==> src/rtl/multicycle_control.sv <==
// Main control FSM for the multicycle MIPS datapath.
// Sequences fetch/decode/execute/memory/writeback, drives the datapath and
// memory enables, and keeps a sticky illegal-opcode flag plus a counter of
// retired instructions. Outputs decode from the state register only, except
// IRWrite/PCWrite in FETCH, which wait for MemReady.
module multicycle_control #(
   parameter int CNT_W = 16
) (
   input  logic             clk,
   input  logic             rst_n,
   input  logic [5:0]       Op,
   input  logic             MemReady,
   output logic             PCWrite,
   output logic             PCWriteCond,
   output logic             IorD,
   output logic             MemRead,
   output logic             MemWrite,
   output logic             IRWrite,
   output logic             MemtoReg,
   output logic             RegDst,
   output logic             RegWrite,
   output logic             ALUSrcA,
   output logic [1:0]       ALUSrcB,
   output logic [1:0]       ALUOp,
   output logic [1:0]       PCSource,
   output logic [3:0]       State,
   output logic             IllegalOp,
   output logic [CNT_W-1:0] InstrCount
);

   typedef enum logic [3:0] {
      IDLE    = 4'd0,
      FETCH   = 4'd1,
      DECODE  = 4'd2,
      MEMADDR = 4'd3,
      MEMRD   = 4'd4,
      MEMWB   = 4'd5,
      MEMWR   = 4'd6,
      EXEC    = 4'd7,
      RWB     = 4'd8,
      BRANCH  = 4'd9,
      JUMP    = 4'd10,
      ADDIEX  = 4'd11,
      ADDIWB  = 4'd12
   } state_t;

   localparam logic [5:0] OP_RTYPE = 6'b000000;
   localparam logic [5:0] OP_LW    = 6'b100011;
   localparam logic [5:0] OP_SW    = 6'b101011;
   localparam logic [5:0] OP_BEQ   = 6'b000100;
   localparam logic [5:0] OP_J     = 6'b000010;
   localparam logic [5:0] OP_ADDI  = 6'b001000;

   state_t           state_r;
   state_t           next_s;
   logic             retire_s;
   logic             illegal_s;
   logic             illegal_r;
   logic [CNT_W-1:0] count_r;

   // State register; reset drops straight back to IDLE.
   always_ff @(posedge clk or negedge rst_n) begin
      if (!rst_n) begin
         state_r <= IDLE;
      end else begin
         state_r <= next_s;
      end
   end

   // Next-state selection plus retire / illegal-opcode events for this edge.
   always_comb begin
      next_s    = state_r;
      retire_s  = 1'b0;
      illegal_s = 1'b0;
      case (state_r)
         IDLE:    next_s = FETCH;
         FETCH: begin
            if (MemReady) begin
               next_s = DECODE;
            end else begin
               next_s = FETCH;
            end
         end
         DECODE: begin
            case (Op)
               OP_LW, OP_SW: next_s = MEMADDR;
               OP_RTYPE:     next_s = EXEC;
               OP_BEQ:       next_s = BRANCH;
               OP_J:         next_s = JUMP;
               OP_ADDI:      next_s = ADDIEX;
               default: begin
                  next_s    = FETCH;
                  illegal_s = 1'b1;
               end
            endcase
         end
         MEMADDR: begin
            // IR is stable here, so Op still names the lw/sw just decoded.
            if (Op == OP_LW) begin
               next_s = MEMRD;
            end else if (Op == OP_SW) begin
               next_s = MEMWR;
            end else begin
               next_s = FETCH;
            end
         end
         MEMRD: begin
            if (MemReady) begin
               next_s = MEMWB;
            end else begin
               next_s = MEMRD;
            end
         end
         MEMWB: begin
            next_s   = FETCH;
            retire_s = 1'b1;
         end
         MEMWR: begin
            if (MemReady) begin
               next_s   = FETCH;
               retire_s = 1'b1;
            end else begin
               next_s = MEMWR;
            end
         end
         EXEC:    next_s = RWB;
         RWB: begin
            next_s   = FETCH;
            retire_s = 1'b1;
         end
         BRANCH: begin
            next_s   = FETCH;
            retire_s = 1'b1;
         end
         JUMP: begin
            next_s   = FETCH;
            retire_s = 1'b1;
         end
         ADDIEX:  next_s = ADDIWB;
         ADDIWB: begin
            next_s   = FETCH;
            retire_s = 1'b1;
         end
         default: next_s = FETCH;
      endcase
   end

   // Sticky illegal flag and wrapping retired-instruction counter.
   always_ff @(posedge clk or negedge rst_n) begin
      if (!rst_n) begin
         illegal_r <= 1'b0;
         count_r   <= {CNT_W{1'b0}};
      end else begin
         illegal_r <= illegal_r | illegal_s;
         if (retire_s) begin
            count_r <= count_r + {{(CNT_W-1){1'b0}}, 1'b1};
         end else begin
            count_r <= count_r;
         end
      end
   end

   // Moore control decode; only the FETCH IR/PC loads look at MemReady.
   always_comb begin
      PCWrite     = 1'b0;
      PCWriteCond = 1'b0;
      IorD        = 1'b0;
      MemRead     = 1'b0;
      MemWrite    = 1'b0;
      IRWrite     = 1'b0;
      MemtoReg    = 1'b0;
      RegDst      = 1'b0;
      RegWrite    = 1'b0;
      ALUSrcA     = 1'b0;
      ALUSrcB     = 2'b00;
      ALUOp       = 2'b00;
      PCSource    = 2'b00;
      case (state_r)
         FETCH: begin
            MemRead = 1'b1;
            ALUSrcB = 2'b01;
            IRWrite = MemReady;
            PCWrite = MemReady;
         end
         DECODE:  ALUSrcB = 2'b11;
         MEMADDR: begin
            ALUSrcA = 1'b1;
            ALUSrcB = 2'b10;
         end
         MEMRD: begin
            MemRead = 1'b1;
            IorD    = 1'b1;
         end
         MEMWB: begin
            RegWrite = 1'b1;
            MemtoReg = 1'b1;
         end
         MEMWR: begin
            MemWrite = 1'b1;
            IorD     = 1'b1;
         end
         EXEC: begin
            ALUSrcA = 1'b1;
            ALUOp   = 2'b10;
         end
         RWB: begin
            RegWrite = 1'b1;
            RegDst   = 1'b1;
         end
         BRANCH: begin
            ALUSrcA     = 1'b1;
            ALUOp       = 2'b01;
            PCWriteCond = 1'b1;
            PCSource    = 2'b01;
         end
         JUMP: begin
            PCWrite  = 1'b1;
            PCSource = 2'b10;
         end
         ADDIEX: begin
            ALUSrcA = 1'b1;
            ALUSrcB = 2'b10;
         end
         ADDIWB:  RegWrite = 1'b1;
         default: PCWrite = 1'b0;
      endcase
   end

   assign State      = state_r;
   assign IllegalOp  = illegal_r;
   assign InstrCount = count_r;

endmodule
==> config.mk <==
export PLATFORM = sky130hd
export DESIGN_NAME = multicycle_control
export DESIGN_NICKNAME = d
export VERILOG_FILES = /design/src/rtl/multicycle_control.sv
export SDC_FILE = /design/constraint.sdc
export NUM_CORES = 1
export LEC_CHECK = 0
export BUFFER_PORTS_ARGS = -buffer_cell sky130_fd_sc_hd__buf_2
export CORE_MARGIN = 2
export CORE_UTILIZATION = 50
export DETAILED_ROUTE_END_ITERATION = 6
export PLACE_DENSITY = 0.8
export SLEW_MARGIN = 20
export SYNTH_ARGS = -nofsm -noshare
export SYNTH_HDL_FRONTEND = slang
export SYNTH_SLANG_ARGS = --single-unit
==> constraint.sdc <==
create_clock -name clk -period 1.7 [get_ports clk]
set_input_delay 0.255 -clock clk [delete_from_list [all_inputs] [get_ports clk]]
set_output_delay 0.255 -clock clk [all_outputs]
set_load 0.005 [all_outputs]
==> metrics.log <==
[metrics] area inside the core boundary: ~2700 sq um
[metrics] Mapped Area: between 1000 and 1500 sq um
[metrics] share of power burned in the clock network: 0.114
[metrics] final slew viol count: 0
[metrics] fraction of registers with async set/reset: 1.00
[metrics] largest buffer count on any clock path: 2
[metrics] area overhead of the layout relative to synthesis: 25.6%
[metrics] Power Internal: around 1.2 mW
[metrics] EDFF count, synth: 0
[metrics] worst path setup slack after routing: ~0.057 ns
[metrics] number of flip-flops and latches in the synthesized netlist: 21
[metrics] initial cell density of the core: 0.522
[metrics] pre-CTS setup slack: 0.0721 ns
[metrics] fraction of the core area covered by cells at the end of the flow: 0.655
[metrics] relative slew slack: 0.695
[metrics] setup repair after global routing missed its margin: true
[metrics] wire length per cell: around 14 um
[metrics] period utilization: 0.967
[metrics] pin count of the biggest net entering global routing: 22
[metrics] part of the total power dissipated in combinational logic: 0.539
[metrics] largest area contributor in the synthesized netlist: sky130_fd_sc_hd__dfrtp_1
[metrics] Post-Synthesis Cells: 153
[metrics] clock tree from TritonCTS: built
[metrics] Data required, critical path: about 1.4 ns
[metrics] count of input and output buffers: 45
[metrics] Crit. End Element: output pin
[metrics] total power: between 2 and 2.5 mW
[metrics] run status: finished clean
[metrics] number of violations of the max-capacitance limit: 0
[metrics] vias in the first global route: 1219
[metrics] min Tclk post-route: between 1.5 and 2 ns
[metrics] number of diodes: 0
[metrics] leakage component of the power: 0.853 nW
[metrics] clock transition time at the flip-flop clock pins of the worst setup and hold paths: 0.11 ns
[metrics] Cell variety after synth: 45
[metrics] level count of the clock H-tree: 1
[metrics] residual DRC count: 0
[metrics] dominant register cell in the synthesized netlist: sky130_fd_sc_hd__dfrtp_1
[metrics] clock root buffer: sky130_fd_sc_hd__clkbuf_4
[metrics] longest individual stage delay on the worst path: roughly 0.44 ns
[metrics] Rows: 19
[metrics] number of nets with antenna violations after detailed routing: 0
[metrics] final setup vio count: 0
[metrics] fraction of power spent switching nets: 0.410
[metrics] yosys warns: 0
[metrics] final total negative setup slack: 0 ns
[metrics] clock buffers created by TritonCTS: 3
[metrics] cell with the most instances after synthesis: sky130_fd_sc_hd__nor2_1
[metrics] Die Ht: around 57 um
[metrics] Post-synth top cells: sky130_fd_sc_hd__nor2_1 (22), sky130_fd_sc_hd__dfrtp_1 (21), sky130_fd_sc_hd__xnor2_1 (16)
[metrics] Switch Pwr: 845 uW
[metrics] actual slew at the worst max-slew pin: approximately 0.46 ns
[metrics] first-pass GRT wire length: slightly below 6 mm
[metrics] WL final: 3.41 mm
[metrics] nets: 216
[metrics] final weighted congestion in routability-driven placement: 0.849
[metrics] clock skew: 0.00836 ns
[metrics] final hold violation count: 0
[metrics] synth top area cells: sky130_fd_sc_hd__dfrtp_1 (37%), sky130_fd_sc_hd__xnor2_1 (9.9%), sky130_fd_sc_hd__nor2_1 (5.8%)
[metrics] dpl hpwl: between 2 and 3 mm
[metrics] number of antenna violations at the first check in global routing: 0
[metrics] Post-Synthesis Mean Instance Area: 9.24 sq um
[metrics] chain of cells forming the critical path: buf_4 -> nand2b_4 -> nor2_1 -> or2_1 -> buf_2
[metrics] critical path launch point type: flip-flop
[metrics] Detailed Route Iter0 Violations: 94
[metrics] Die Outline Area: about 3300 sq um
[metrics] worst hold path class: in -> reg
[metrics] final worst hold slack: roughly 0.26 ns
[metrics] worst skew pair latency: ~0.3 ns
[metrics] mean number of vias per cell: 5.73
[metrics] Die X-Extent: ~57 um
[metrics] residual overflow from global routing: 0
[metrics] worst vdd ir: 1.03 mV
[metrics] Setup CP Type: reg -> out
[metrics] DR pass1 iterations: 4
[metrics] filler cell count in the final layout: 240
[metrics] maximum frequency from static timing analysis: ~610 MHz
[metrics] Global Route Usage Sum: 0.222
[metrics] total power density per cell area: around 1200 nW/um^2
[metrics] CP Max Fanout: 13
[metrics] count of pins on the block boundary: 46
[metrics] data arrival at the endpoint of the critical path: 1.39 ns
[metrics] portion of synthesized cell area occupied by the leading cell type: 0.372
[metrics] Synth Net Count: about 160
[metrics] share of total power in sequential cells: 0.347
[metrics] Clock Sinks: 21
[metrics] vias after detailed routing: ~1400
[metrics] share of the yosys chip area belonging to registers: 0.372
[metrics] share of layout cells above drive strength 1: 0.366
[metrics] slowest CP cell: sky130_fd_sc_hd__dfrtp_2
-- worst max-delay path, delay by kind of cell, from the launching register on --
family	cells	cell delay [ns]
buf+inv	2	0.31
flops	1	0.44
simple gates	3	0.34
-- what timing repair did --
action                                  4_1_cts  5_1_grt
setup buffers                                 1        5
endpoints found under the setup margin        7        8
pin swaps                                     0        1
hold buffers                                  1        0
gates resized for setup                       5        3
endpoints found under the hold margin        21        0
-- sequential cells by signal (all words and copies together), names as in the netlist --
register	cells
IllegalOp	1
InstrCount	16
State	4
-- cell type report --
| type | count | area (sq um) | share of cell area |
|---|---|---|---|
| multi-input combinational | 119 | 826 | 0.465 |
| sequential | 21 | 531 | 0.299 |
| timing repair buffer | 58 | 342 | 0.192 |
| tap | 31 | 38.8 | 0.0218 |
| clock buffer | 3 | 22.5 | 0.0127 |
| inverter | 3 | 11.3 | 0.00634 |
| clock inverter | 1 | 5.00 | 0.00282 |
-- per-layer routing --
metal | vias to the layer above | wire length (um) | GRT usage
met2 | 46 | 1640 | 0.345
met3 | 4 | 157 | 0.0317
met1 | 632 | 1580 | 0.325
li1 | 671 | - | -
met4 | 0 | 32 | 0.0664
met5 | - | 0 | 0
-- cell usage in the layout, fill, tap and decap left out, drive strengths merged, types with 2 or more instances in the layout --
cell     count
nor3         5
clkbuf       3
inv          3
buf         57
a21oi        6
nand2        6
xnor2       16
a311oi       2
nor3b        2
nand4        2
a211oi       2
nor2b        2
o2111ai      7
o21bai       2
nand3        6
o21ai        6
nor4         2
nor2        22
nand2b       7
o22ai        3
and3         3
o211ai       3
dfrtp       21
-- metrics by stage --
stage / std cells / area, sq um
4_1_cts: 231 / 1730
3_5_place_dp: 225 / 1660
3_3_place_gp: 225 / 1660
6_report: 236 / 1780
2_1_floorplan: 153 / 1410
5_1_grt: 236 / 1780
-- final timing paths --
path / slack, ns / startpoint / to / cells past startpoint
worst max-delay path: 0.06 / State[1] / PCWrite / 5
worst min-delay path: 0.26 / Op[3] / State[1] / 3
worst max register to register: 0.11 / State[2] / InstrCount[4] / 6
worst min register to register: 0.48 / InstrCount[15] / InstrCount[15] / 1
max in group asynchronous: 0.93 / rst_n / State[1] / 2
min in group asynchronous: 0.43 / rst_n / InstrCount[9] / 2
-- logic make-up (layout without fill, tap and decap cells) --
family,after synthesis,count (layout),share of synthesized area
fa+ha+maj,1,1,0.00885
simple gates,61,61,0.233
compound gates,39,39,0.214
buf+inv,13,65,0.0584
mux,2,2,0.0150
xor+xnor,16,16,0.0991
flops,21,21,0.372
-- power by group through the flow --
| stage | logic [mW] | registers [mW] | clock network [mW] |
|---|---|---|---|
| after global routing | 1.23 | 0.731 | 0.265 |
| after global placement | 0.957 | 0.736 | 0 |
| after CTS | 1.04 | 0.727 | 0.247 |
| final | 1.11 | 0.715 | 0.236 |
| after detailed placement | 0.983 | 0.743 | 0 |
| after floorplan | 0.678 | 0.699 | 0 |
Note: power is estimated with default switching activity, not from simulation.
